==> config.mk <==
export PLATFORM = sky130hd
export DESIGN_NAME = mem_bus_if_flat
export DESIGN_NICKNAME = d
export VERILOG_FILES = /design/src/rtl/mem_bus_if_pkg.sv /design/src/rtl/mem_bus_if_if.sv /design/src/rtl/mem_bus_if_fmt.sv /design/src/rtl/mem_bus_if.sv /design/src/flat_wrapper.sv
export SDC_FILE = /design/constraint.sdc
export NUM_CORES = 1
export LEC_CHECK = 0
export CAP_MARGIN = 25
export CELL_PAD_IN_SITES_DETAIL_PLACEMENT = 0
export CELL_PAD_IN_SITES_GLOBAL_PLACEMENT = 1
export CORE_MARGIN = 1
export CORE_UTILIZATION = 33
export DETAILED_ROUTE_END_ITERATION = 6
export PLACE_DENSITY = 0.84
export SLEW_MARGIN = 30
export SYNTH_ARGS = -nofsm -noshare
export SYNTH_HDL_FRONTEND = slang
export SYNTH_SLANG_ARGS = --single-unit
==> constraint.sdc <==
create_clock -name clk -period 9.2 [get_ports clk]
set_input_delay 2.76 -clock clk [delete_from_list [all_inputs] [get_ports clk]]
set_output_delay 2.76 -clock clk [all_outputs]
set_load 0.03 [all_outputs]
==> src/rtl/mem_bus_if_pkg.sv <==
// mem_bus_if_pkg: shared widths, load/store opcodes, FSM state encoding and
// opcode decode helpers for the MEM-stage data-bus master.
package mem_bus_if_pkg;

   localparam int REG_W      = 32;   // RegBus
   localparam int REG_ADDR_W = 5;    // RegAddrBus
   localparam int ALUOP_W    = 8;    // AluOpBus

   localparam logic             RST_ENABLE = 1'b1;
   localparam logic             STOP       = 1'b1;
   localparam logic [REG_W-1:0] ZERO_WORD  = '0;

   localparam logic [ALUOP_W-1:0] EXE_LB_OP  = 8'b1110_0000;
   localparam logic [ALUOP_W-1:0] EXE_LH_OP  = 8'b1110_0001;
   localparam logic [ALUOP_W-1:0] EXE_LW_OP  = 8'b1110_0011;
   localparam logic [ALUOP_W-1:0] EXE_LBU_OP = 8'b1110_0100;
   localparam logic [ALUOP_W-1:0] EXE_LHU_OP = 8'b1110_0101;
   localparam logic [ALUOP_W-1:0] EXE_SB_OP  = 8'b1110_1000;
   localparam logic [ALUOP_W-1:0] EXE_SH_OP  = 8'b1110_1001;
   localparam logic [ALUOP_W-1:0] EXE_SW_OP  = 8'b1110_1011;

   typedef enum logic [1:0] {
      MEM_IDLE = 2'd0,
      MEM_BUSY = 2'd1,
      MEM_DONE = 2'd2
   } mem_state_t;

   typedef enum logic [1:0] {
      SZ_NONE = 2'd0,
      SZ_BYTE = 2'd1,
      SZ_HALF = 2'd2,
      SZ_WORD = 2'd3
   } acc_size_t;

   typedef struct packed {
      logic      is_mem;
      logic      is_store;
      logic      is_signed;
      acc_size_t size;
   } mem_op_t;

   // Classify an aluop into access size, direction and load extension.
   function automatic mem_op_t decode_op(input logic [ALUOP_W-1:0] op);
      mem_op_t d;
      d.is_mem    = 1'b0;
      d.is_store  = 1'b0;
      d.is_signed = 1'b0;
      d.size      = SZ_NONE;
      case (op)
         EXE_LB_OP:  d = '{1'b1, 1'b0, 1'b1, SZ_BYTE};
         EXE_LBU_OP: d = '{1'b1, 1'b0, 1'b0, SZ_BYTE};
         EXE_LH_OP:  d = '{1'b1, 1'b0, 1'b1, SZ_HALF};
         EXE_LHU_OP: d = '{1'b1, 1'b0, 1'b0, SZ_HALF};
         EXE_LW_OP:  d = '{1'b1, 1'b0, 1'b0, SZ_WORD};
         EXE_SB_OP:  d = '{1'b1, 1'b1, 1'b0, SZ_BYTE};
         EXE_SH_OP:  d = '{1'b1, 1'b1, 1'b0, SZ_HALF};
         EXE_SW_OP:  d = '{1'b1, 1'b1, 1'b0, SZ_WORD};
         default:    d.size = SZ_NONE;
      endcase
      return d;
   endfunction

   // Halfword needs addr[0] = 0, word needs addr[1:0] = 0.
   function automatic logic is_misaligned(input logic [ALUOP_W-1:0] op,
                                          input logic [1:0]         offset);
      mem_op_t d;
      d = decode_op(op);
      return ((d.size == SZ_HALF) && offset[0]) ||
             ((d.size == SZ_WORD) && (offset != 2'b00));
   endfunction

endpackage

==> src/rtl/mem_bus_if_if.sv <==
// mem_bus_if_if: req/ack data bus between the MEM stage (master) and memory
// (slave). Request fields are held by the master until ack.
interface mem_bus_if_if;
   import mem_bus_if_pkg::*;

   logic             bus_req_o;
   logic             bus_we_o;
   logic [REG_W-1:0] bus_addr_o;
   logic [3:0]       bus_sel_o;
   logic [REG_W-1:0] bus_wdata_o;
   logic             bus_err_o;
   logic             bus_ack_i;
   logic [REG_W-1:0] bus_rdata_i;

   modport master (
      output bus_req_o, bus_we_o, bus_addr_o, bus_sel_o, bus_wdata_o, bus_err_o,
      input  bus_ack_i, bus_rdata_i
   );

   modport slave (
      input  bus_req_o, bus_we_o, bus_addr_o, bus_sel_o, bus_wdata_o, bus_err_o,
      output bus_ack_i, bus_rdata_i
   );
endinterface

==> src/rtl/mem_bus_if_fmt.sv <==
// mem_fmt: combinational big-endian lane formatter. Produces the byte-lane
// select and replicated store word for an access, and extracts/extends the
// addressed byte or halfword from a read word.
module mem_fmt
   import mem_bus_if_pkg::*;
(
   input  logic [ALUOP_W-1:0] op,
   input  logic [1:0]         offset,
   input  logic [REG_W-1:0]   store_data,
   input  logic [REG_W-1:0]   load_raw,
   output logic               is_mem,
   output logic               is_store,
   output logic [3:0]         sel,
   output logic [REG_W-1:0]   store_word,
   output logic [REG_W-1:0]   load_data
);

   mem_op_t    dec;
   logic [7:0] lanes [4];
   logic [7:0] byte_lane;
   logic [15:0] half_lane;

   assign dec      = decode_op(op);
   assign is_mem   = dec.is_mem;
   assign is_store = dec.is_store;

   // Lane 0 is the most significant byte (big-endian).
   for (genvar gi = 0; gi < 4; gi++) begin : g_lane
      assign lanes[gi] = load_raw[REG_W-1-8*gi -: 8];
   end

   // Lane select, store replication and load extension by access size.
   always_comb begin
      sel        = 4'b0000;
      store_word = ZERO_WORD;
      load_data  = ZERO_WORD;
      byte_lane  = lanes[offset];
      half_lane  = offset[1] ? {lanes[2], lanes[3]} : {lanes[0], lanes[1]};
      case (dec.size)
         SZ_BYTE: begin
            case (offset)
               2'b00:   sel = 4'b1000;
               2'b01:   sel = 4'b0100;
               2'b10:   sel = 4'b0010;
               default: sel = 4'b0001;
            endcase
            store_word = {4{store_data[7:0]}};
            load_data  = {{24{dec.is_signed & byte_lane[7]}}, byte_lane};
         end
         SZ_HALF: begin
            sel        = offset[1] ? 4'b0011 : 4'b1100;
            store_word = {2{store_data[15:0]}};
            load_data  = {{16{dec.is_signed & half_lane[15]}}, half_lane};
         end
         SZ_WORD: begin
            sel        = 4'b1111;
            store_word = store_data;
            load_data  = load_raw;
         end
         default: begin
            sel = 4'b0000;
         end
      endcase
   end

endmodule

==> src/rtl/mem_bus_if.sv <==
// mem_bus_if: MEM-stage data-bus master. Issues one req/ack access per
// load/store, stalls the pipeline until it completes and then presents the
// write-back fields to MEM/WB until the MEM stage is released.
// Optional feature macro: MEM_ALIGN_EXC_EN (misaligned halfword/word accesses
// raise adel_o/ades_o instead of touching the bus).
module mem_bus_if
   import mem_bus_if_pkg::*;
#(
   parameter int unsigned TIMEOUT = 255
)
(
   input  logic                  clk,
   input  logic                  rst,
   input  logic [5:0]            stall,
   input  logic [ALUOP_W-1:0]    aluop_i,
   input  logic [REG_W-1:0]      mem_addr_i,
   input  logic [REG_W-1:0]      reg2_i,
   input  logic [REG_ADDR_W-1:0] wd_i,
   input  logic                  wreg_i,
   input  logic [REG_W-1:0]      wdata_i,
   output logic [REG_ADDR_W-1:0] wd_o,
   output logic                  wreg_o,
   output logic [REG_W-1:0]      wdata_o,
   output logic                  stallreq_o,
   mem_bus_if_if.master          bus
`ifdef MEM_ALIGN_EXC_EN
   ,
   output logic                  adel_o,
   output logic                  ades_o
`endif
);

   localparam int CNT_W = (TIMEOUT > 1) ? $clog2(TIMEOUT + 1) : 1;
   localparam logic [CNT_W-1:0] CNT_LAST = (TIMEOUT == 0) ? '0 : CNT_W'(TIMEOUT - 1);

   mem_state_t         state_reg;
   logic               req_reg;
   logic               we_reg;
   logic [REG_W-1:0]   addr_reg;
   logic [3:0]         sel_reg;
   logic [REG_W-1:0]   wdata_reg;
   logic               err_reg;
   logic [REG_W-1:0]   rdata_reg;
   logic [CNT_W-1:0]   cnt_reg;
   logic [ALUOP_W-1:0] op_reg;
   logic [1:0]         off_reg;
   logic               adel_reg;
   logic               ades_reg;

   logic [ALUOP_W-1:0] fmt_op;
   logic [1:0]         fmt_off;
   logic               fmt_is_mem;
   logic               fmt_is_store;
   logic [3:0]         fmt_sel;
   logic [REG_W-1:0]   fmt_store;
   logic [REG_W-1:0]   fmt_load;
   logic               align_fault;
   logic               timeout_hit;
   logic               unused_stall;

   // Only bit 3 (MEM stage held) concerns this stage.
   assign unused_stall = ^{stall[5:4], stall[2:0]};

   // In IDLE the formatter sees the incoming op; afterwards the latched op,
   // so the load extension stays tied to the access actually performed.
   assign fmt_op  = (state_reg == MEM_IDLE) ? aluop_i : op_reg;
   assign fmt_off = (state_reg == MEM_IDLE) ? mem_addr_i[1:0] : off_reg;

   mem_fmt u_fmt (
      .op         (fmt_op),
      .offset     (fmt_off),
      .store_data (reg2_i),
      .load_raw   (rdata_reg),
      .is_mem     (fmt_is_mem),
      .is_store   (fmt_is_store),
      .sel        (fmt_sel),
      .store_word (fmt_store),
      .load_data  (fmt_load)
   );

`ifdef MEM_ALIGN_EXC_EN
   assign align_fault = is_misaligned(aluop_i, mem_addr_i[1:0]);
`else
   assign align_fault = 1'b0;
`endif

   assign timeout_hit = (TIMEOUT != 0) && (cnt_reg == CNT_LAST);

   // Access FSM: issue, wait for ack or timeout, hold result until released.
   always_ff @(posedge clk) begin
      if (rst == RST_ENABLE) begin
         state_reg <= MEM_IDLE;
         req_reg   <= 1'b0;
         we_reg    <= 1'b0;
         addr_reg  <= ZERO_WORD;
         sel_reg   <= 4'b0000;
         wdata_reg <= ZERO_WORD;
         err_reg   <= 1'b0;
         rdata_reg <= ZERO_WORD;
         cnt_reg   <= '0;
         op_reg    <= '0;
         off_reg   <= 2'b00;
         adel_reg  <= 1'b0;
         ades_reg  <= 1'b0;
      end else begin
         err_reg <= 1'b0;
         case (state_reg)
            MEM_IDLE: begin
               if (fmt_is_mem) begin
                  op_reg  <= aluop_i;
                  off_reg <= mem_addr_i[1:0];
                  cnt_reg <= '0;
                  if (align_fault) begin
                     adel_reg  <= ~fmt_is_store;
                     ades_reg  <= fmt_is_store;
                     state_reg <= MEM_DONE;
                  end else begin
                     req_reg   <= 1'b1;
                     we_reg    <= fmt_is_store;
                     addr_reg  <= {mem_addr_i[REG_W-1:2], 2'b00};
                     sel_reg   <= fmt_sel;
                     wdata_reg <= fmt_store;
                     state_reg <= MEM_BUSY;
                  end
               end
            end
            MEM_BUSY: begin
               if (bus.bus_ack_i) begin
                  rdata_reg <= bus.bus_rdata_i;
                  req_reg   <= 1'b0;
                  state_reg <= MEM_DONE;
               end else if (timeout_hit) begin
                  rdata_reg <= ZERO_WORD;
                  req_reg   <= 1'b0;
                  err_reg   <= 1'b1;
                  state_reg <= MEM_DONE;
               end else if (TIMEOUT != 0) begin
                  cnt_reg <= cnt_reg + 1'b1;
               end
            end
            MEM_DONE: begin
               if (stall[3] != STOP) begin
                  adel_reg  <= 1'b0;
                  ades_reg  <= 1'b0;
                  state_reg <= MEM_IDLE;
               end
            end
            default: begin
               state_reg <= MEM_IDLE;
            end
         endcase
      end
   end

   assign bus.bus_req_o   = req_reg;
   assign bus.bus_we_o    = we_reg;
   assign bus.bus_addr_o  = addr_reg;
   assign bus.bus_sel_o   = sel_reg;
   assign bus.bus_wdata_o = wdata_reg;
   assign bus.bus_err_o   = err_reg;

`ifdef MEM_ALIGN_EXC_EN
   assign adel_o = (state_reg == MEM_DONE) & adel_reg;
   assign ades_o = (state_reg == MEM_DONE) & ades_reg;
`endif

   // Write-back fields and stall request; loads return data only in DONE.
   always_comb begin
      wd_o       = wd_i;
      wreg_o     = wreg_i;
      wdata_o    = wdata_i;
      stallreq_o = 1'b0;
      case (state_reg)
         MEM_IDLE: stallreq_o = fmt_is_mem;
         MEM_BUSY: stallreq_o = 1'b1;
         MEM_DONE: begin
            if (!fmt_is_store) begin
               wdata_o = fmt_load;
            end
            if (adel_reg | ades_reg) begin
               wreg_o = 1'b0;
            end
         end
         default: stallreq_o = 1'b0;
      endcase
   end

endmodule

==> src/flat_wrapper.sv <==
// flat-port wrapper written by rule: the top's interface ports become plain ports
module mem_bus_if_flat import mem_bus_if_pkg::*;
#(
   parameter int unsigned TIMEOUT = 255
)
  (clk, rst, stall, aluop_i, mem_addr_i, reg2_i, wd_i, wreg_i, wdata_i, wd_o, wreg_o, wdata_o, stallreq_o, bus_bus_req_o, bus_bus_we_o, bus_bus_addr_o, bus_bus_sel_o, bus_bus_wdata_o, bus_bus_err_o, bus_bus_ack_i, bus_bus_rdata_i);
  mem_bus_if_if bus_i ();
  input  logic clk;
  input  logic rst;
  input  logic [5:0] stall;
  input  logic [ALUOP_W-1:0] aluop_i;
  input  logic [REG_W-1:0] mem_addr_i;
  input  logic [REG_W-1:0] reg2_i;
  input  logic [REG_ADDR_W-1:0] wd_i;
  input  logic wreg_i;
  input  logic [REG_W-1:0] wdata_i;
  output logic [REG_ADDR_W-1:0] wd_o;
  output logic wreg_o;
  output logic [REG_W-1:0] wdata_o;
  output logic stallreq_o;
  output wire logic [$bits(bus_i.bus_req_o)-1:0] bus_bus_req_o;
  output wire logic [$bits(bus_i.bus_we_o)-1:0] bus_bus_we_o;
  output wire logic [$bits(bus_i.bus_addr_o)-1:0] bus_bus_addr_o;
  output wire logic [$bits(bus_i.bus_sel_o)-1:0] bus_bus_sel_o;
  output wire logic [$bits(bus_i.bus_wdata_o)-1:0] bus_bus_wdata_o;
  output wire logic [$bits(bus_i.bus_err_o)-1:0] bus_bus_err_o;
  input wire logic [$bits(bus_i.bus_ack_i)-1:0] bus_bus_ack_i;
  input wire logic [$bits(bus_i.bus_rdata_i)-1:0] bus_bus_rdata_i;
  assign bus_bus_req_o = bus_i.bus_req_o;
  assign bus_bus_we_o = bus_i.bus_we_o;
  assign bus_bus_addr_o = bus_i.bus_addr_o;
  assign bus_bus_sel_o = bus_i.bus_sel_o;
  assign bus_bus_wdata_o = bus_i.bus_wdata_o;
  assign bus_bus_err_o = bus_i.bus_err_o;
  assign bus_i.bus_ack_i = bus_bus_ack_i;
  assign bus_i.bus_rdata_i = bus_bus_rdata_i;
  mem_bus_if #(.TIMEOUT(TIMEOUT)) u_core (.clk(clk), .rst(rst), .stall(stall), .aluop_i(aluop_i), .mem_addr_i(mem_addr_i), .reg2_i(reg2_i), .wd_i(wd_i), .wreg_i(wreg_i), .wdata_i(wdata_i), .wd_o(wd_o), .wreg_o(wreg_o), .wdata_o(wdata_o), .stallreq_o(stallreq_o), .bus(bus_i));
endmodule
==> results.md <==
* I/O Buffers at about 240
* Post-CTS Setup Bufs at 0
* Synth top area cells: dfxtp_1 (41%), nand2_1 (7.2%), nor2_1 (5.6%)
* CP Launch Point: aluop_i[1]
* GRT Residual Overflow at 0
* Total power at 1.38 mW
* Worst Tran Pin Value at 1000 ps
* Sequential area share after synthesis at 41.2%
* Syn avg cell area at 8.75 um^2
* Pint at 1.05 mW
* Crit path to: wdata_o[17]
* Post-synthesis adder-cell area fraction at less than 1%
* Cell with the most instances after synthesis: dfxtp_1
* Crit path max fanout at 16
* Area Overhead vs Synth at 50.5%
* First-pass GRT wire length at approximately 31 mm
* Die Wd at approximately 140 um
* Clock Path Buffers at 2
* Compound-Gate Fraction of Synth Area at a little over a quarter
* Drt total wl at 20.1 mm
* Worst-Skew Late Latency at around 420 ps
* Synthesized flop and latch total at 121
* DR vias at 6027
* Crit start category: input port
* Hold Vio Cnt, Final at 0
* Setup Viol. Count Final at 0
* Final worst path period share at between 90% and 100%
* Maximum clock rate at 115 MHz
* CTS buffer count at 17
* Largest net degree at the start of global routing at 92
* Seq pwr share at 39.0%
* 1st-pass router iterations at 5
* Number of global-route vias before repair at 5566
* Max-slew violations at 0
* Area post-placement at 8280 um^2
* Initial Util at 33.9%
* Routed WL per cell at 18.0 um
* CTS tree: done
* Post-synth EDFFs at 0
* Synth cell count leaders: dfxtp_1 (121), nand2_1 (113), nor2_1 (88)
* Hold WC Path Type: flip-flop to flip-flop
* Worst Skew at 8.80 ps
* Post-Place Setup Slack at 499 ps
* Pleak at 3.06 nW
* Clock transition at the registers of the reported paths at 50 ps
* Total negative slack at 0 ps
* Synth Cell Area at 5880 um^2
* H-tree depth at 4
* Flop-to-flop setup slack at ~6000 ps
* Yosys top cell by area: dfxtp_1
* Finished Layout Cells at 1117
* Main combinational cell family by area after synthesis: compound AO/OA/AOI/OAI gates
* Antenna Cells at 0
* Synth Area in Simple Gates at 20.1%
* DP Cell Count at 1086
* P_sw at roughly 340 uW
* R2R cell count at 7
* Worst vdd ir at 125 uV
* Clk sink count at 121
* DR DRC count at 0
* Initial antenna violation count at 0
* Unique masters post-synth at 70
* Root buf cell: clkbuf_16
* Vias per cell at 5.40
* Min Tclk post-route at 8710 ps
* Design area at 8850 um^2
* Post-Syn Instances at around 670
* Post-cts resize count at 0
* Ys Warns at 0
* Reg2reg end: u_core.cnt_reg[5]
* Clock power frac at approximately 47%
* Setup CP Type: input port to output pin
* Max Cap Violations at 0
* Reg2reg start: u_core.state_reg[0]
* Most used flip-flop cell after synthesis: dfxtp_1
* Xor and xnor area share after synthesis at 0.744%
* Num ports at between 200 and 300
* Core Area at 17400 um^2
* Initial DRC Count at 420
* Die Ht at 136 um
* Max_slew headroom at between 30% and 40%
* Pwr/cell area at 156 nW/um^2
* Required @ worst endpoint at approximately 6400 ps
* Sw frac at 24.3%
* RSZ-0062 raised after global routing: no
* Post-CTS Hold Fix Bufs at 0
* CP Capture Type: output pin
* Status: complete, no violations
* Top cell type's share of synthesized area at 41.2%
* Worst Path Arrival at 5950 ps
* Final ANT Viol Nets at 0
* Die area at 18400 um^2
* Site Rows at between 40 and 50
* Mux cell area share after synthesis at 3.72%
* Async S/R FF share, synth at 0%
* Slack of the critical path at 492 ps
* Comb pwr share at a little over an eighth
* Share of layout cells above drive strength 1 at 9.30%
* GPL Wtd Cong at 0.872
* Global Route Usage Sum at 21.9%
* DPL Wire Length at 14.2 mm
* Nets at between 1k and 1.5k
## metal layers
layer | vias to the layer above | GRT usage (%) | part of all wire (%)
met5 | - | 0 | 0
met4 | 0 | 7.93 | 1.7
met3 | 23 | 7.52 | 9.4
met2 | 252 | 35.0 | 47
met1 | 2861 | 27.2 | 42
li1 | 2891 | - | -
## critical path, cell delays in order
cell and delay [ps]:
clkdlybuf4s50_1 560, or4b_1 480, o221ai_2 150, o221a_4 290
o2111ai_4 140, a211oi_4 660, a221o_1 220, clkdlybuf4s50_1 670
## metrics by stage
stage                     hold WS [ps]  util (%)
after floorplan                    404         -
after detailed placement           423      47.7
after CTS                          431      51.0
final                              433      51.0
after global routing               450      51.0
after global placement             420      47.7
## power by group through the flow
stage / Combinational [mW] / Clock, mW / Sequential [mW]
floorplan: 0.0775 / 0 / 0.563
global placement: 0.189 / 0 / 0.550
detailed placement: 0.189 / 0 / 0.550
CTS: 0.190 / 0.665 / 0.539
global route: 0.201 / 0.693 / 0.540
finish: 0.189 / 0.655 / 0.539
## cell families (layout without fill, tap and decap cells)
family | after synthesis | count (layout)
DFF | 121 | 121
AOI/OAI and AO/OA | 199 | 199
muxes | 11 | 11
adders and majority gates | 2 | 2
other | 1 | 2
and+or+nand+nor | 263 | 263
buffers and inverters | 70 | 289
xor gates and xnor gates | 5 | 5
## how the worst min path moves through the flow
stage                     start          endpoint  slack [ps]  depth (start not counted)
2_1_floorplan  u_core.op_reg[4]  u_core.op_reg[4]         400                          2
3_3_place_gp   u_core.op_reg[4]  u_core.op_reg[4]         420                          2
3_5_place_dp   u_core.op_reg[4]  u_core.op_reg[4]         420                          2
4_1_cts        u_core.op_reg[4]  u_core.op_reg[4]         430                          2
5_1_grt        u_core.op_reg[4]  u_core.op_reg[4]         450                          2
6_report       u_core.op_reg[4]  u_core.op_reg[4]         430                          2
## area by class of cell
class	count	area [um^2]
Tap cell	225	282
Clock inverter	8	95.1
Timing Repair Buffer	253	2480
Inverter	5	18.8
Clock buffer	23	478
Fill cell	1673	8500
Multi-Input combinational cell	482	3080
Sequential cell	121	2420
## cells in the final DEF (no fill, tap or decap), drive strengths merged, types with 3 or more instances in the layout
| cell | synthesis | final |
|---|---|---|
| xor2 | 5 | 5 |
| nand2 | 113 | 113 |
| nand4 | 4 | 4 |
| a221o | 16 | 16 |
| mux4 | 7 | 7 |
| o21a | 3 | 3 |
| clkbuf | 24 | 23 |
| and3 | 4 | 4 |
| buf | 41 | 21 |
| a21oi | 51 | 51 |
| a211oi | 11 | 11 |
| o31a | 3 | 3 |
| clkdlybuf4s50 | 0 | 232 |
| nand2b | 3 | 3 |
| nor3 | 25 | 25 |
| or2 | 3 | 3 |
| inv | 5 | 5 |
| nand3 | 3 | 3 |
| dfxtp | 121 | 121 |
| a222oi | 16 | 16 |
| a22oi | 40 | 40 |
| clkinv | 0 | 4 |
| mux2i | 3 | 3 |
| a311oi | 12 | 12 |
| o21ai | 14 | 14 |
| a221oi | 16 | 16 |
| nor2 | 91 | 91 |
Power figures use the tool's default switching activity.
